## src/rtl/cac_dec_arbiter.sv

```systemverilog
// Round-robin arbiter sharing one registered CAC (Fibonacci-numeral) decoder among NREQ requesters.
// Owns the FNS weight table, which an iterative adder FSM regenerates from two seeds on request.
module cac_dec_arbiter #(
    parameter int NREQ = 4,
    parameter int CW   = 8,
    parameter int WW   = 8,
    parameter int DW   = 8,
    parameter int IDW  = 2
) (
    input  logic                 clk,
    input  logic                 rst_n,
    input  logic                 cfg_start,
    input  logic [WW-1:0]        seed0,
    input  logic [WW-1:0]        seed1,
    output logic                 cfg_busy,
    input  logic [NREQ-1:0]      req_valid,
    input  logic [NREQ*CW-1:0]   req_code,
    output logic [NREQ-1:0]      req_ready,
    output logic                 rsp_valid,
    output logic [IDW-1:0]       rsp_id,
    output logic [DW-1:0]        rsp_data,
    input  logic                 rsp_ready
);

    // Handshake: a codeword moves on req_valid[i] & req_ready[i]; a result moves on
    // rsp_valid & rsp_ready. rsp_id/rsp_data hold steady while rsp_valid & !rsp_ready.

    localparam int KW = $clog2(CW);

    typedef enum logic {IDLE, GEN} state_t;

    state_t          state;
    logic [KW-1:0]   k;
    logic [KW-1:0]   km1;
    logic [KW-1:0]   km2;
    logic [WW-1:0]   w [CW];
    logic [IDW-1:0]  rr_ptr;

    logic            grant_ok;
    logic            gnt_found;
    logic [IDW-1:0]  gnt_idx;
    logic [IDW:0]    cand_sum;
    logic [IDW-1:0]  cand;
    logic [CW-1:0]   code_sel;
    logic [DW-1:0]   dec_sum;
    logic            xfer;

    // Default table entry j is the j-th Fibonacci weight (1,1,2,3,5,...) modulo 2^WW.
    function automatic logic [WW-1:0] fib_w(input int j);
        logic [WW-1:0] a;
        logic [WW-1:0] b;
        logic [WW-1:0] t;
        a = WW'(1);
        b = WW'(1);
        for (int n = 2; n <= j; n++) begin
            t = a + b;
            a = b;
            b = t;
        end
        return b;
    endfunction

    assign cfg_busy = (state == GEN);
    assign km1      = k - KW'(1);
    assign km2      = k - KW'(2);

    // Rotating priority search starting at rr_ptr, wrapping modulo NREQ.
    always_comb begin
        grant_ok  = rst_n && (state == IDLE) && !cfg_start && (!rsp_valid || rsp_ready);
        gnt_found = 1'b0;
        gnt_idx   = '0;
        cand_sum  = '0;
        cand      = '0;
        for (int off = 0; off < NREQ; off++) begin
            cand_sum = {1'b0, rr_ptr} + (IDW+1)'(off);
            if (cand_sum >= (IDW+1)'(NREQ))
                cand_sum = cand_sum - (IDW+1)'(NREQ);
            cand = cand_sum[IDW-1:0];
            if (!gnt_found && req_valid[cand]) begin
                gnt_found = 1'b1;
                gnt_idx   = cand;
            end
        end
        req_ready = '0;
        if (grant_ok && gnt_found)
            req_ready[gnt_idx] = 1'b1;
    end

    assign xfer = grant_ok && gnt_found;

    always_comb begin
        code_sel = '0;
        for (int i = 0; i < NREQ; i++) begin
            if (gnt_idx == IDW'(i))
                code_sel = req_code[i*CW +: CW];
        end
        dec_sum = '0;
        for (int j = 0; j < CW; j++) begin
            if (code_sel[j])
                dec_sum = dec_sum + DW'(w[j]);
        end
    end

    always_ff @(posedge clk or negedge rst_n) begin
        if (!rst_n) begin
            state     <= IDLE;
            k         <= '0;
            for (int j = 0; j < CW; j++)
                w[j] <= fib_w(j);
            rr_ptr    <= '0;
            rsp_valid <= 1'b0;
            rsp_id    <= '0;
            rsp_data  <= '0;
        end else begin
            case (state)
                IDLE: begin
                    if (cfg_start) begin
                        w[0]  <= seed0;
                        w[1]  <= seed1;
                        k     <= KW'(2);
                        state <= GEN;
                    end
                end
                GEN: begin
                    w[k] <= w[km1] + w[km2];
                    k    <= k + KW'(1);
                    if (k == KW'(CW-1))
                        state <= IDLE;
                end
                default: state <= IDLE;
            endcase

            // A new accept overwrites the draining result in the same cycle, so no bubble.
            if (xfer) begin
                rr_ptr    <= (gnt_idx == IDW'(NREQ-1)) ? '0 : gnt_idx + IDW'(1);
                rsp_valid <= 1'b1;
                rsp_id    <= gnt_idx;
                rsp_data  <= dec_sum;
            end else if (rsp_ready) begin
                rsp_valid <= 1'b0;
            end
        end
    end

endmodule
```

## config.mk

```make
export PLATFORM = sky130hd
export DESIGN_NAME = cac_dec_arbiter
export DESIGN_NICKNAME = d
export VERILOG_FILES = /design/src/rtl/cac_dec_arbiter.sv
export SDC_FILE = /design/constraint.sdc
export NUM_CORES = 1
export LEC_CHECK = 0
export CORE_AREA = 2 2 128 130
export DETAILED_ROUTE_END_ITERATION = 16
export DIE_AREA = 0 0 130 132
export PLACE_DENSITY = 0.7
export SETUP_SLACK_MARGIN = 0.15
export SYNTH_ARGS = -nofsm -noshare
export SYNTH_HDL_FRONTEND = slang
export SYNTH_SLANG_ARGS = --single-unit
export TNS_END_PERCENT = 1
```

## constraint.sdc

```tcl
create_clock -name clk -period 10.25 [get_ports clk]
set_clock_uncertainty 0.15 [all_clocks]
set_input_delay 1.5375 -clock clk [delete_from_list [all_inputs] [get_ports clk]]
set_output_delay 1.5375 -clock clk [all_outputs]
set_load 0.1 [all_outputs]
```

Yosys cells after proc, flatten, opt, wreduce, memory -nomap -nowiden
Index checks and enable logic that the tools add are counted.

cells by class
  $add $sub $neg = 19
  $lt $le $gt $ge = 14
  eq/ne operators = 5
  mux-type cells = 54
  bitwise logic cells = 4
  reduce and logical (&&, ||, !) cells = 17

operator list
  kind                                                        count
  2-to-1 mux 8 bit                                            17
  adder 8 bit                                                 8
  bitwise mux 64 bit                                          1
  binary-select mux 8 bit (select 3 bit)                      2
  one-hot mux 16 bit (2 select lines)                         1
  demux 8 bit (select 3 bit)                                  1
  2-to-1 mux 2 bit                                            9
  2-to-1 mux 16 bit                                           1
  less-than comparator 2 x 3 -> 1 bit, second input constant  5
  2-to-1 mux 1 bit                                            13
  >= comparator 4 bit, second input constant                  3
  inverter 3 -> 4 bit                                         3
  >= comparator 3 bit, second input constant                  3
  logical AND 1 bit                                           9
  binary-select mux 1 bit (select 2 bit)                      4
  subtractor 2 x 1 -> 2 bit, second input constant            4
  adder 2 x 2 -> 3 bit, second input constant                 2
  one-hot mux 3 bit (2 select lines)                          1
  zero test 1 bit                                             5
  equality test 2 bit, second input constant                  2
  less-than comparator 4 x 1 -> 1 bit, second input constant  1
  2-to-1 mux 4 bit                                            1
  adder 2 x 1 -> 3 bit, second input constant                 1
  adder 3 x 1 -> 3 bit, second input constant                 1
  other kinds (15)                                            15

word-level totals
  register bits = 81
  input port bits = 56
  output and inout port bits = 16

Logic depth before layout (Yosys ltp)
Gate-level depths: netlist of run 1.

  depth in word-level cells = 34
  depth in mapped cells = 55
  gate-level depth less buffers = 54

Least setup slack after synthesis of run 1
Ideal clock, no wire load.

  path kind = input -> register
  start point = in req_valid[0]
  end point = reg rsp_data[7]
  arrival = 10384 ps
  setup slack = -360 ps
  stages = 54
  path buffers = 1
  path through = inv_1 nor2_1 a21oi_1 nor2_1 a221oi_1 and2_1 inv_1 ha_1 buf_6 nor3b_1 a21oi_1 nand3_1 inv_1 ha_1 inv_1 fa_1 xnor2_1 mux2_4 [18 not listed] a21oi_1 o21ai_0 nor3b_1 nor3_1 or3_1 ha_1 nor3_1 nor3_1 nand2b_1 ha_1 nor2_1 nor2_1 o41a_1 xor2_1 nand2_1 xnor3_1 xnor3_1 o21ai_1

on the way
  word-level cells in the longest chain between the ends = 32
  elaborated cells between the ends (all ways) = 46
  those cells by class = 7 x add/sub; 3 x eq/ne; 28 x mux; 8 x reduce/logical

ends and longest elaborated chain
  what                                    RTL line  RTL
  start: declaration                      16        input logic [NREQ-1:0] req_valid,
  binary-select mux 1 bit (select 2 bit)  79        if (!gnt_found && req_valid[cand]) begin
  2-to-1 mux 1 bit (implied by the code)  79
  2-to-1 mux 1 bit                        79
  zero test 1 bit                         79
  logical AND 1 bit                       79
  2-to-1 mux 1 bit                        79
  zero test 1 bit                         79
  logical AND 1 bit                       79
  [4 not listed]                          --
  via gnt_idx[0]                          41        logic [IDW-1:0] gnt_idx;
  [12 not listed]                         --
  adder 8 bit                             100       dec_sum = dec_sum + DW'(w[j]);
  2-to-1 mux 8 bit                        99        if (code_sel[j])
  adder 8 bit                             100
  2-to-1 mux 8 bit                        99
  adder 8 bit                             100
  2-to-1 mux 8 bit                        99
  adder 8 bit                             100
  2-to-1 mux 8 bit (*)                    99
  end signal: assignment                  138       rsp_data <= dec_sum;
  end: declaration                        21        output logic [DW-1:0] rsp_data,

Mark *: on every way through the listed nets, which the timed path passes. The rest lies on a longest branch. The select of a mux whose other input is x is not followed.
A chain may end at the register's enable or synchronous reset.

Final worst setup path of run 1
  start point = in req_valid[2]
  end point = reg rsp_data[7]

on the way
  word-level cells in the longest chain between the ends = 32
  elaborated cells between the ends (all ways) = 46
  those cells by class = 7 x add/sub; 3 x eq/ne; 28 x mux; 8 x reduce/logical

ends and longest elaborated chain
  what                                    RTL line
  binary-select mux 1 bit (select 2 bit)  79
  2-to-1 mux 1 bit (implied by the code)  79
  2-to-1 mux 1 bit                        79
  zero test 1 bit                         79
  logical AND 1 bit                       79
  2-to-1 mux 1 bit                        79
  zero test 1 bit                         79
  logical AND 1 bit                       79
  [16 not listed]                         --
  adder 8 bit                             100
  2-to-1 mux 8 bit                        99
  adder 8 bit                             100
  2-to-1 mux 8 bit                        99
  adder 8 bit                             100
  2-to-1 mux 8 bit                        99
  adder 8 bit                             100
  2-to-1 mux 8 bit                        99

Several ways; a longest one is shown, not always the timed one. The select of a mux whose other input is x is not followed.

==> metrics.txt, run 1 <==
vias per cell ~6; Final WS setup -0.0245 ns; total global routing overflow 0; die width 130 um; GP Congestion around 0.95; Area Overhead vs Synth 44.1%; CP Launch Type input port; Hold Path Depth 2; Die Y between 100 and 150 um; Syn Std Cell Area ~7700 um^2; gr usage total about 30%; Finish-stage setup viols 1; die area 17,200 um^2; CP Depth 51; unique cell type count in the Yosys netlist 72; met3 Use GR about 3.9%; clock period minus worst slack around 10 ns; Max Cap Viol 0; first-pass iteration count of the detailed router 5; DRT antenna net count 0; Post-CTS Hold Buffers 0; Buf/Inv on CP 10; WHS 0.325 ns; CORE AREA 15,700 um^2; hold crit path type reg -> reg; Ports between 70 and 80; Yosys reg bits 81; wire length of the first global-routing pass ~40,000 um; clock-pin slew on the worst setup and hold paths about 0.07 ns; CP Class in -> reg; Worst path slowest cell fa_2; Post-synth EDFFs 0; post-layout net count ~1,200; final wirelength around 27,000 um; Layout Utilization 70.7%; # diodes 0; Slew @ Worst Pin between 1 and 1.5 ns; outcome finished, violations left; unrepaired setup endpoints after global routing yes; crit path DAT between 10 and 15 ns; post-DP HPWL 18,100 um; failing checks negative setup slack; Initial Util 49.1%; top achievable clock speed 97.3 MHz; Clock Tree Root clkbuf_16; largest net degree at the start of global routing around 70; synth warn 0; slew margin rel. approximately a quarter; post-synthesis average cell area ~9 um^2; top cells by count, synth nand2_1, dfrtp_1, ha_1; # DRC 0; # port buffers 71; worst-path fanout max 5; Worst path max stage delay between 0.4 and 0.5 ns; Top delay family on crit path adder cells; CTS buffer count 9; sequential area share after synthesis about a quarter; buffer depth of the longest clock path 2; grt met1 use about 40%; CTS tree yes; vias in the first global route ~7,400; fin. max-slew vios 0; Gate Count Post-Synth around 840; Rows 46; grt peak-use layer met2; most frequent cell after synthesis nand2_1; Crit path top cell by count buf_4; area leader, netlist dfrtp_1; post-synth top area share between 20 and 25%; syn_nets 973; GR Layer Usage met2 48.3%; later-pin clock latency in the skew report around 0.35 ns; CTS sink cnt between 80 and 90; via total after detailed routing approximately 8,000; Main synth FF type dfrtp_1; fraction of layout cells with a size suffix above 1 a little under two fifths; post-DR wirelength/cell about 21 um; initial DRC count about 670; Clock H-tree levels 3; Worst Setup End Kind register; initial antenna violation count 0; Required @ worst endpoint between 10 and 15 ns; fin crit share 100%; reg2reg path depth 50; Final Hold Viols 0; async set-or-reset flop fraction in the synthesized netlist between 90% and 100%; worst slack, placed -1.08 ns; top post-synthesis cells by area dfrtp_1, ha_1, mux4_2, dfstp_2, mux2_2
## registers in the layout, indices dropped and copies added, names as in the netlist
name / flops
cfg_busy: 1
k: 3
rr_ptr: 2
rsp_data: 8
rsp_id: 2
rsp_valid: 1
w: 64
## area by class of cell
cell class,count,area (um^2)
clock inverters,4,51.3
multi-input cells,670,6250
clock buffers,12,246
fillers,1105,4600
repair buffers,240,2010
flip-flops and latches,81,2050
well taps,216,270
inverters,59,234
## through the flow
stage,instance area (um^2),TNS [ns],std cells
after floorplan,7760,0,842
after global placement,9530,-1.19,1221
after detailed placement,9530,-2.59,1221
after CTS,10600,0,1267
after global routing,11100,-0.339,1282
final,11100,-0.0245,1282
## path summary, 6_finish.rpt
| kind | start | end | slack (ns) |
|---|---|---|---|
| max in group asynchronous | rst_n | k[0]$_DFFE_PN0P_ | 7.87 |
| setup / recovery | req_valid[2] | rsp_data[7]$_DFFE_PN0P_ | -0.02 |
| hold / removal | rsp_id[0]$_DFFE_PN0P_ | rsp_id[0]$_DFFE_PN0P_ | 0.32 |
| min in group asynchronous | rst_n | rr_ptr[1]$_DFFE_PN0P_ | 0.88 |
| setup reg to reg | rr_ptr[1]$_DFFE_PN0P_ | rsp_data[7]$_DFFE_PN0P_ | 0.76 |
| hold reg to reg | rsp_id[0]$_DFFE_PN0P_ | rsp_id[0]$_DFFE_PN0P_ | 0.32 |
## timing repair
| item | 4_1_cts | 5_1_grt |
|---|---|---|
| resized for setup | 115 | 88 |
| cloned | 0 | 0 |
| pin swaps | 66 | 72 |
| setup endpoints to repair | 5 | 4 |
| buffers inserted | 30 | 15 |
## worst reg2reg max path, delay by kind of cell, from the launching register on
family	cells	cell delay, ns
adder cells (fa/ha/maj)	8	2.45
flip-flops	1	0.46
AND/OR/NAND/NOR	16	1.70
XOR/XNOR	6	1.06
multiplexers	1	0.31
buffers and inverters	7	1.09
AO/OA/AOI/OAI	12	2.17
## layout by cell type, fill, tap and decap left out, drive strengths merged, types with 14 or more instances in the layout
| master | count |
|---|---|
| buf | 172 |
| nand2 | 83 |
| dfrtp | 67 |
| o21ai | 67 |
| ha | 67 |
| clkdlybuf4s50 | 66 |
| nor2 | 62 |
| inv | 60 |
| a21oi | 46 |
| mux4 | 32 |
| mux2 | 32 |
| nand3 | 26 |
| nor3 | 22 |
| xor2 | 18 |
| xnor2 | 17 |
| nor2b | 15 |
| a21o | 14 |
| dfstp | 14 |
| and2 | 14 |
| clkbuf | 14 |
## layer usage
| layer | up-vias | routed length (um) |
|---|---|---|
| met4 | 0 | 1450 |
| li1 | 3527 | - |
| met3 | 106 | 2190 |
| met1 | 3767 | 11100 |
| met2 | 425 | 12700 |
| met5 | - | 0 |
## cells by family (layout without fill, tap and decap cells)
kind of cell               after synthesis  count (layout)  share of synthesized area, %
buffers and inverters                   91             315                          4.80
AOI/OAI and AO/OA                      227             227                          20.3
DFF                                     81              81                          26.5
xor gates and xnor gates                37              37                          4.56
adders and majority gates               75              75                          12.9
and+or+nand+nor                        260             260                          15.8
muxes                                   71              71                          15.1
Power of run 1 is not shown: default switching activity piles up to over one toggle a cycle in this logic, so the estimate is an artifact.
==> inputs of run 2 (changes only) <==
--- a/config.mk
+++ b/config.mk
@@ -5,11 +5,14 @@
 export SDC_FILE = /design/constraint.sdc
 export NUM_CORES = 1
 export LEC_CHECK = 0
+export CAP_MARGIN = 5
 export CORE_AREA = 2 2 128 130
+export CTS_CLUSTER_DIAMETER = 120
 export DETAILED_ROUTE_END_ITERATION = 16
 export DIE_AREA = 0 0 130 132
 export PLACE_DENSITY = 0.7
 export SETUP_SLACK_MARGIN = 0.15
+export SLEW_MARGIN = 40
 export SYNTH_ARGS = -nofsm -noshare
 export SYNTH_HDL_FRONTEND = slang
 export SYNTH_SLANG_ARGS = --single-unit
==> metrics.txt, run 2 (synthesized netlist as in run 1, its figures left out) <==
Clock H-tree levels 3 (unchanged); most common cell after layout, fill and taps aside buf_4; post-layout net count 1,184 (-0.67%); worst-path fanout max 4 (-1); vias in the first global route 7,093 (-4.5%); CORE AREA 15,700 um^2 (unchanged); Finish-stage setup viols 1 (unchanged); Max Cap Viol 0 (unchanged); buffer depth of the longest clock path 2 (unchanged); DRT antenna net count 0 (unchanged); Reg2Reg Launch Point rr_ptr[0]$_DFFE_PN0P_; CP Launch Type input port; initial antenna violation count 0 (unchanged); later-pin clock latency in the skew report 0.35 ns (about the same); vias per cell 5.96 (-2.4%); wire length of the first global-routing pass 37,700 um (-4.7%); Post-DP Area 9460 um^2 (-0.75%); final setup TNS -0.112 ns (-0.0875 ns); final wirelength 25,700 um (-6.4%); slew margin rel. 41.5% (+16 points); fin crit share 101% (+0.85 points); clock period minus worst slack 10.36 ns (+0.0875 ns); largest net degree at the start of global routing 69 (unchanged); fraction of layout cells with a size suffix above 1 38.4% (+0.10 points); RR Endpoint rsp_data[7]$_DFFE_PN0P_; first-pass iteration count of the detailed router 5 (unchanged); hold crit path type reg -> reg; post-route cell area 10,800 um^2 (-2.8%); Clock Tree Root clkbuf_16; # port buffers 71 (unchanged); top achievable clock speed 96.5 MHz (-0.84%); total global routing overflow 0 (unchanged); unrepaired setup endpoints after global routing yes; clock-pin slew on the worst setup and hold paths 0.07 ns (about the same); Top reg by flops w; Worst path max stage delay 0.41 ns (-0.03 ns); # DRC 0 (unchanged); Worst R2R Setup Slack 0.68 ns (-0.08 ns); Crit path top cell by count ha_4; CTS buffer count 9 (unchanged); Final Hold Viols 0 (unchanged); Final WS setup -0.112 ns (-0.0875 ns); crit path to rsp_data[7]$_DFFE_PN0P_; via total after detailed routing 7,593 (-3.0%); GP Congestion 0.946 (unchanged); failing checks negative setup slack; post-DR wirelength/cell 20.2 um (-5.8%); crit path DAT 10.48 ns (+0.10 ns); initial DRC count 585 (-13%); Slew @ Worst Pin 0.875 ns (-0.238 ns); most frequent cells in the layout buf_4, nand2_1, dfrtp_1, nor2_1, o21ai_0; Area Overhead vs Synth 40.1%; Largest register FFs 64 (unchanged); die area 17,200 um^2 (unchanged); crit path launch req_valid[0]; # fillers 1,153 (+4.3%); top flop regs w (64), rsp_data (8), k (3); die width 130 um (unchanged); CTS tree yes; Ports 72 (unchanged); Rows 46 (unchanged); Die Y 132 um (unchanged); Worst path slowest cell o41a_1; fin. max-slew vios 0 (unchanged); outcome finished, violations left; post-DP HPWL 18,100 um (about the same); Required @ worst endpoint 10.36 ns (about the same); gr usage total 28.7% (-1.5 points); Worst Setup End Kind register; reg2reg path depth 50 (unchanged); CTS sink cnt 81 (unchanged); Initial Util 49.1% (unchanged); CP Class in -> reg
run 2: critical path: cells and delay by family:
kind / cells / cell delay (ns)
AOI/OAI and AO/OA: 13 / 2.70
adders and majority gates: 9 / 2.21
and+or+nand+nor: 15 / 2.12
buffers and inverters: 9 / 0.79
xor gates and xnor gates: 4 / 0.72
muxes: 2 / 0.39
run 2: what timing repair did:
| item | CTS | global route |
|---|---|---|
| setup buffers | 18 | 19 |
| hold buffers | 0 | 0 |
| resized for setup | 93 | 73 |
| pin swaps | 37 | 60 |
| setup endpoints to repair | 5 | 4 |
run 2: worst min-delay path by stage:
stage	slack (ns)	startpoint	end	cells past startpoint
floorplan	0.30	w[48]$_DFFE_PN1P_	w[48]$_DFFE_PN1P_	2
global placement	0.31	rsp_id[0]$_DFFE_PN0P_	rsp_id[0]$_DFFE_PN0P_	2
detailed placement	0.32	rsp_id[1]$_DFFE_PN0P_	rsp_id[1]$_DFFE_PN0P_	2
CTS	0.33	rsp_id[1]$_DFFE_PN0P_	rsp_id[1]$_DFFE_PN0P_	2
global route	0.35	rsp_id[0]$_DFFE_PN0P_	rsp_id[0]$_DFFE_PN0P_	2
finish	0.32	rsp_id[1]$_DFFE_PN0P_	rsp_id[1]$_DFFE_PN0P_	2
run 2: per-stage QoR:
step | utilization (%) | hold slack [ns] | worst slack (ns) | cells
CTS | 65.6 | 0.331 | 0.155 | 1255
detailed placement | 60.2 | 0.316 | -1.06 | 1221
floorplan | - | 0.302 | 0.153 | 842
finish | 68.8 | 0.322 | -0.112 | 1275
global placement | 60.6 | 0.307 | -0.777 | 1221
global route | 68.7 | 0.354 | -0.442 | 1274
run 2: cell type report:
class	count	area (um^2)	share of cell area (%)
diodes	1	2.50	0.0232
clock buffers	10	229	2.12
clock inverters	6	91.3	0.845
inverters	59	229	2.12
multi-input cells	670	6070	56.2
flip-flops and latches	81	2050	18.9
well taps	216	270	2.50
repair buffers	232	1860	17.2
run 2: metal layers:
metal / part of all wire (%) / global-route usage, % / vias to the layer above
met5: 0 / 0 / -
met4: 4.1 / 10.6 / 0
met3: 8.5 / 6.29 / 69
met2: 46 / 45.1 / 339
met1: 41 / 38.8 / 3672
li1: - / - / 3513
Power of run 2 is left out for the same reason.
==> inputs of run 3 (changes only) <==
--- a/config.mk
+++ b/config.mk
@@ -12,6 +12,7 @@
 export DIE_AREA = 0 0 130 132
 export PLACE_DENSITY = 0.7
 export SETUP_SLACK_MARGIN = 0.15
+export SKIP_LAST_GASP = 1
 export SLEW_MARGIN = 40
 export SYNTH_ARGS = -nofsm -noshare
 export SYNTH_HDL_FRONTEND = slang
==> constraint.sdc (replaced) <==
create_clock -name clk -period 12.1 [get_ports clk]
set_clock_uncertainty 0.15 [all_clocks]
set_input_delay 1.815 -clock clk [delete_from_list [all_inputs] [get_ports clk]]
set_output_delay 1.815 -clock clk [all_outputs]
set_load 0.1 [all_outputs]
==> metrics.txt, run 3 (synthesized netlist as in run 1, its figures left out) <==
outcome finished, final reports clean; largest net degree at the start of global routing 82 (+19%); top achievable clock speed about 90 MHz; Clock H-tree levels 3 (unchanged); most frequent cells in the layout nand2_1, dfrtp_1, nor2_1, o21ai_0, ha_1; final wirelength 22,400 um (-13%); reg2reg path depth 50 (unchanged); fin crit share a little over nine tenths; worst slack, placed 0.124 ns (+1.18 ns); Crit path top cell by count ha_1; Finish-stage setup viols 0 (-1); Area Overhead vs Synth 18.9%; vias in the first global route 6,493 (-8.5%); Max Cap Viol 0 (unchanged); Worst path slowest cell clkdlybuf4s50_1; buffer depth of the longest clock path 2 (unchanged); CORE AREA 15,700 um^2 (unchanged); post-DR wirelength/cell 19.6 um (-2.7%); Final WS setup 0.735 ns (+0.847 ns); # DRC 0 (unchanged); via total after detailed routing 6,795 (-11%); CTS tree yes; Post-DP Area 8600 um^2 (-9.1%); crit path launch req_valid[0]; Slew @ Worst Pin 0.778 ns (-0.0970 ns); clock period minus worst slack between 10 and 15 ns; final setup TNS 0 ns (+0.112 ns); gr usage total 26.7% (-2.0 points); CTS sink cnt 81 (unchanged); Ports 72 (unchanged); Reg2Reg Launch Point rr_ptr[0]$_DFFE_PN0P_; die area 17,200 um^2 (unchanged); top flop regs w (64), rsp_data (8), k (3); worst-path fanout max 5 (+1); Worst Setup End Kind register; post-DP HPWL 17,200 um (-4.9%); CP Depth 52 (unchanged); CTS buffer count 9 (unchanged); CP Launch Type input port; Largest register FFs 64 (unchanged); RR Endpoint rsp_data[7]$_DFFE_PN0P_; # diodes 0 (-1); initial DRC count 537 (-8.2%); initial antenna violation count 0 (unchanged); fin. max-slew vios 0 (unchanged); later-pin clock latency in the skew report 0.35 ns (about the same); DRT antenna net count 0 (unchanged); Final Hold Viols 0 (unchanged); Buf/Inv on CP 6 (-3); Worst R2R Setup Slack 2.29 ns (+1.61 ns); Required @ worst endpoint 12.22 ns (+1.86 ns); slew margin rel. 48.2% (+6.7 points); Initial Util 49.1% (unchanged); fraction of layout cells with a size suffix above 1 19.8% (-19 points); Worst path max stage delay 0.43 ns (+0.02 ns); Top delay family on crit path adder cells; post-layout net count 1,048 (-11%); Post-CTS Hold Buffers 0 (unchanged); Die Y 132 um (unchanged); most common cell after layout, fill and taps aside nand2_1; CP Class in -> reg; crit path DAT 11.48 ns (+1.00 ns); hold crit path type reg -> reg; Top reg by flops w; clock-pin slew on the worst setup and hold paths 0.07 ns (about the same); crit path to rsp_data[7]$_DFFE_PN0P_; Rows 46 (unchanged); total global routing overflow 0 (unchanged); GP Congestion 0.956 (+1.1%); # port buffers 71 (unchanged); wire length of the first global-routing pass 35,300 um (-6.5%); post-route cell area 9170 um^2 (-15%); Clock Tree Root clkbuf_16; vias per cell 5.97 (+0.26%); die width 130 um (unchanged); first-pass iteration count of the detailed router 5 (unchanged)
## run 3: area by class of cell
type / instances / area (um^2)
well taps: 216 / 270
clock inverters: 5 / 62.6
inverters: 59 / 221
clock buffers: 11 / 243
fillers: 1426 / 6540
repair buffers: 96 / 822
multi-input cells: 670 / 5510
flip-flops and latches: 81 / 2050
## run 3: tightest hold or removal path, stage by stage (launching register included)
cell and delay, ns:
dfrtp_1 0.34, nand2_1 0.05, nand2_1 0.06
## run 3: worst min path at each step
stage | startpoint | end | slack, ns | cells past startpoint
after floorplan | w[48]$_DFFE_PN1P_ | w[48]$_DFFE_PN1P_ | 0.30 | 2
after global placement | rsp_id[1]$_DFFE_PN0P_ | rsp_id[1]$_DFFE_PN0P_ | 0.31 | 2
after detailed placement | rsp_id[0]$_DFFE_PN0P_ | rsp_id[0]$_DFFE_PN0P_ | 0.32 | 2
after CTS | rsp_id[0]$_DFFE_PN0P_ | rsp_id[0]$_DFFE_PN0P_ | 0.33 | 2
after global routing | rsp_id[1]$_DFFE_PN0P_ | rsp_id[1]$_DFFE_PN0P_ | 0.35 | 2
final | rsp_id[0]$_DFFE_PN0P_ | rsp_id[0]$_DFFE_PN0P_ | 0.33 | 2
## run 3: repair_timing
item                                    4_1_cts  5_1_grt
setup buffers                                 0       10
resized for setup                             0       33
endpoints found under the setup margin        0        1
## run 3: per-layer routing
layer | vias to the layer above | global-route usage (%) | wire [um]
li1 | 3244 | - | -
met1 | 3252 | 37.2 | 9760
met2 | 261 | 42.4 | 10300
met3 | 38 | 4.99 | 1740
met4 | 0 | 7.95 | 583
met5 | - | 0 | 0
## run 3: per-stage QoR
| step | utilization [%] | hold slack, ns | cells |
|---|---|---|---|
| floorplan | - | 0.302 | 842 |
| finish | 58.4 | 0.329 | 1138 |
| CTS | 56.7 | 0.333 | 1128 |
| global placement | 55.1 | 0.310 | 1112 |
| global route | 58.4 | 0.351 | 1138 |
| detailed placement | 54.7 | 0.317 | 1112 |
Power of run 3 is left out for the same reason.
==> patch, RTL diff (config.mk and constraints of run 3) <==
Change the parameter `NREQ` from 4 to 3.
--- a/src/rtl/cac_dec_arbiter.sv
+++ b/src/rtl/cac_dec_arbiter.sv
@@ -1,7 +1,7 @@
 // Round-robin arbiter sharing one registered CAC (Fibonacci-numeral) decoder among NREQ requesters.
 // Owns the FNS weight table, which an iterative adder FSM regenerates from two seeds on request.
 module cac_dec_arbiter #(
-    parameter int NREQ = 4,
+    parameter int NREQ = 3,
     parameter int CW   = 8,
     parameter int WW   = 8,
     parameter int DW   = 8,
Ports: changed (resized req_code, req_ready and req_valid); port bits go from 72 to 62. No check against the original RTL was run, so the function may have changed too.
==> patch against run 3 <==
Sequential cell count is the same; final area shrank 4.4%; worst hold slack worse by 0.0057 ns; area after synthesis shrank 0.19%; sequential share of layout area up 1.0 points; count of clock-buffer cells in the layout fell by 2; wire length is 1.2% lower; worst setup slack better by 0.082 ns; synthesized cell count is 1.3% lower.
Power is left out: the tool's default activity adds up to more than one toggle a clock period on the data nets, which glitch-free logic cannot reach.
==> patch: results (changes against run 3) <==
| Metric | Value |
|---|---|
| Vias per inst | `6.02 (+0.82%)` |
| Worst Path Arrival | `11.35 ns (-0.13 ns)` |
| Iter 0 DRT Violations | `536 (-0.19%)` |
| Crit Path Max Fanout | `6 (+1)` |
| Antenna violations before repair | `0 (unchanged)` |
| Root buf cell | `clkbuf_16` |
| Largest net degree at the start of global routing | `49 (-40%)` |
| Most frequent cells after synthesis | `88 x nand2_1, 69 x o21ai_0, 67 x dfrtp_1, 67 x ha_1, 59 x nor2_1` |
| R2R Setup Slk | `1.89 ns (-0.40 ns)` |
| Placed wire-length estimate | `17200 um (about the same)` |
| Status | `finished, final reports clean` |
| Relative slew slack | `0.476 (-0.00570)` |
| Regs by FF count | `w (64), rsp_data (8), k (3)` |
| First-pass GRT wire length | `35000 um (-0.70%)` |
| Met3 GRT Util | `0.0763 (+0.0264)` |
| GRT met2 Usage | `0.413 (-0.0111)` |
| Nets | `1005 (-4.1%)` |
| Number of global-route vias before repair | `6486 (-0.11%)` |
| Hold_sp | `rsp_id[1]` |
| Global placer's final weighted congestion | `0.979 (+2.3%)` |
| Total track usage | `0.267 (about the same)` |
| Layout cells sized above 1 | `0.166 (-0.0329)` |
| Port bufs | `61 (-14%)` |
| Max incr delay on CP | `0.55 ns (+0.12 ns)` |
| Syn Nets | `953 (-2.1%)` |
| Yosys warning total | `0 (unchanged)` |
| Grt met1 use | `0.364 (-0.00813)` |
| Wire length per cell | `20.0 um (+1.9%)` |
| WHS | `0.323 ns (-0.00570 ns)` |
| Part of the Yosys area used for sequential elements | `0.266 (+0.000517)` |
| Worst setup path startpoint | `req_valid[0]` |
| Synth top area cells | `dfrtp_1 22%, ha_1 11%, mux4_2 9.4%` |
| Post-synth cell types | `75 (+4.2%)` |
[patch: cell families after synthesis]
family,synth area share
AO/OA/AOI/OAI,0.197
multiplexers,0.160
XOR/XNOR,0.0569
AND/OR/NAND/NOR,0.150
buffers and inverters,0.0413
flip-flops,0.266
adder cells (fa/ha/maj),0.130
[patch: per-layer routing]
layer  share of wire  vias up
met5               0        -
met4           0.024        0
met3           0.084       41
met2            0.45      261
met1            0.44     3184
li1                -     3160
[patch: critical path, delay by kind of cell]
| kind | cells | cell delay [ns] |
|---|---|---|
| multiplexers | 3 | 0.47 |
| AND/OR/NAND/NOR | 13 | 1.97 |
| adder cells (fa/ha/maj) | 8 | 2.51 |
| XOR/XNOR | 7 | 1.11 |
| AO/OA/AOI/OAI | 15 | 2.79 |
| buffers and inverters | 3 | 0.68 |
[patch: what timing repair did]
action,4_1_cts,5_1_grt
endpoints found under the setup margin,0,1
setup buffers,0,2
resized for setup,0,2
[patch: final timing paths]
| kind | endpoint | cells past startpoint |
|---|---|---|
| worst min-delay path | rsp_id[1] | 1 |
| worst min register to register | rsp_id[1] | 1 |
| worst max-delay path | rsp_data[7] | 49 |
| max in group asynchronous | w[2] | 2 |
| worst max register to register | rsp_data[7] | 51 |
| min in group asynchronous | w[16] | 1 |
[patch: through the flow]
stage | setup WS, ns | cell area [um^2] | std cells
4_1_cts | 0.663 | 8730 | 1102
3_5_place_dp | 0.314 | 8430 | 1086
5_1_grt | 0.240 | 8770 | 1104
6_report | 0.817 | 8770 | 1104
2_1_floorplan | 2.00 | 7700 | 831
3_3_place_gp | 0.404 | 8510 | 1086
[patch: final cells by class]
type,count,area [um^2]
Tap cell,216,270
Multi-Input combinational cell,673,5350
Clock buffer,9,225
Clock inverter,7,77.6
Inverter,44,165
Sequential cell,81,2050
Timing Repair Buffer,74,633
Fill cell,1410,6940
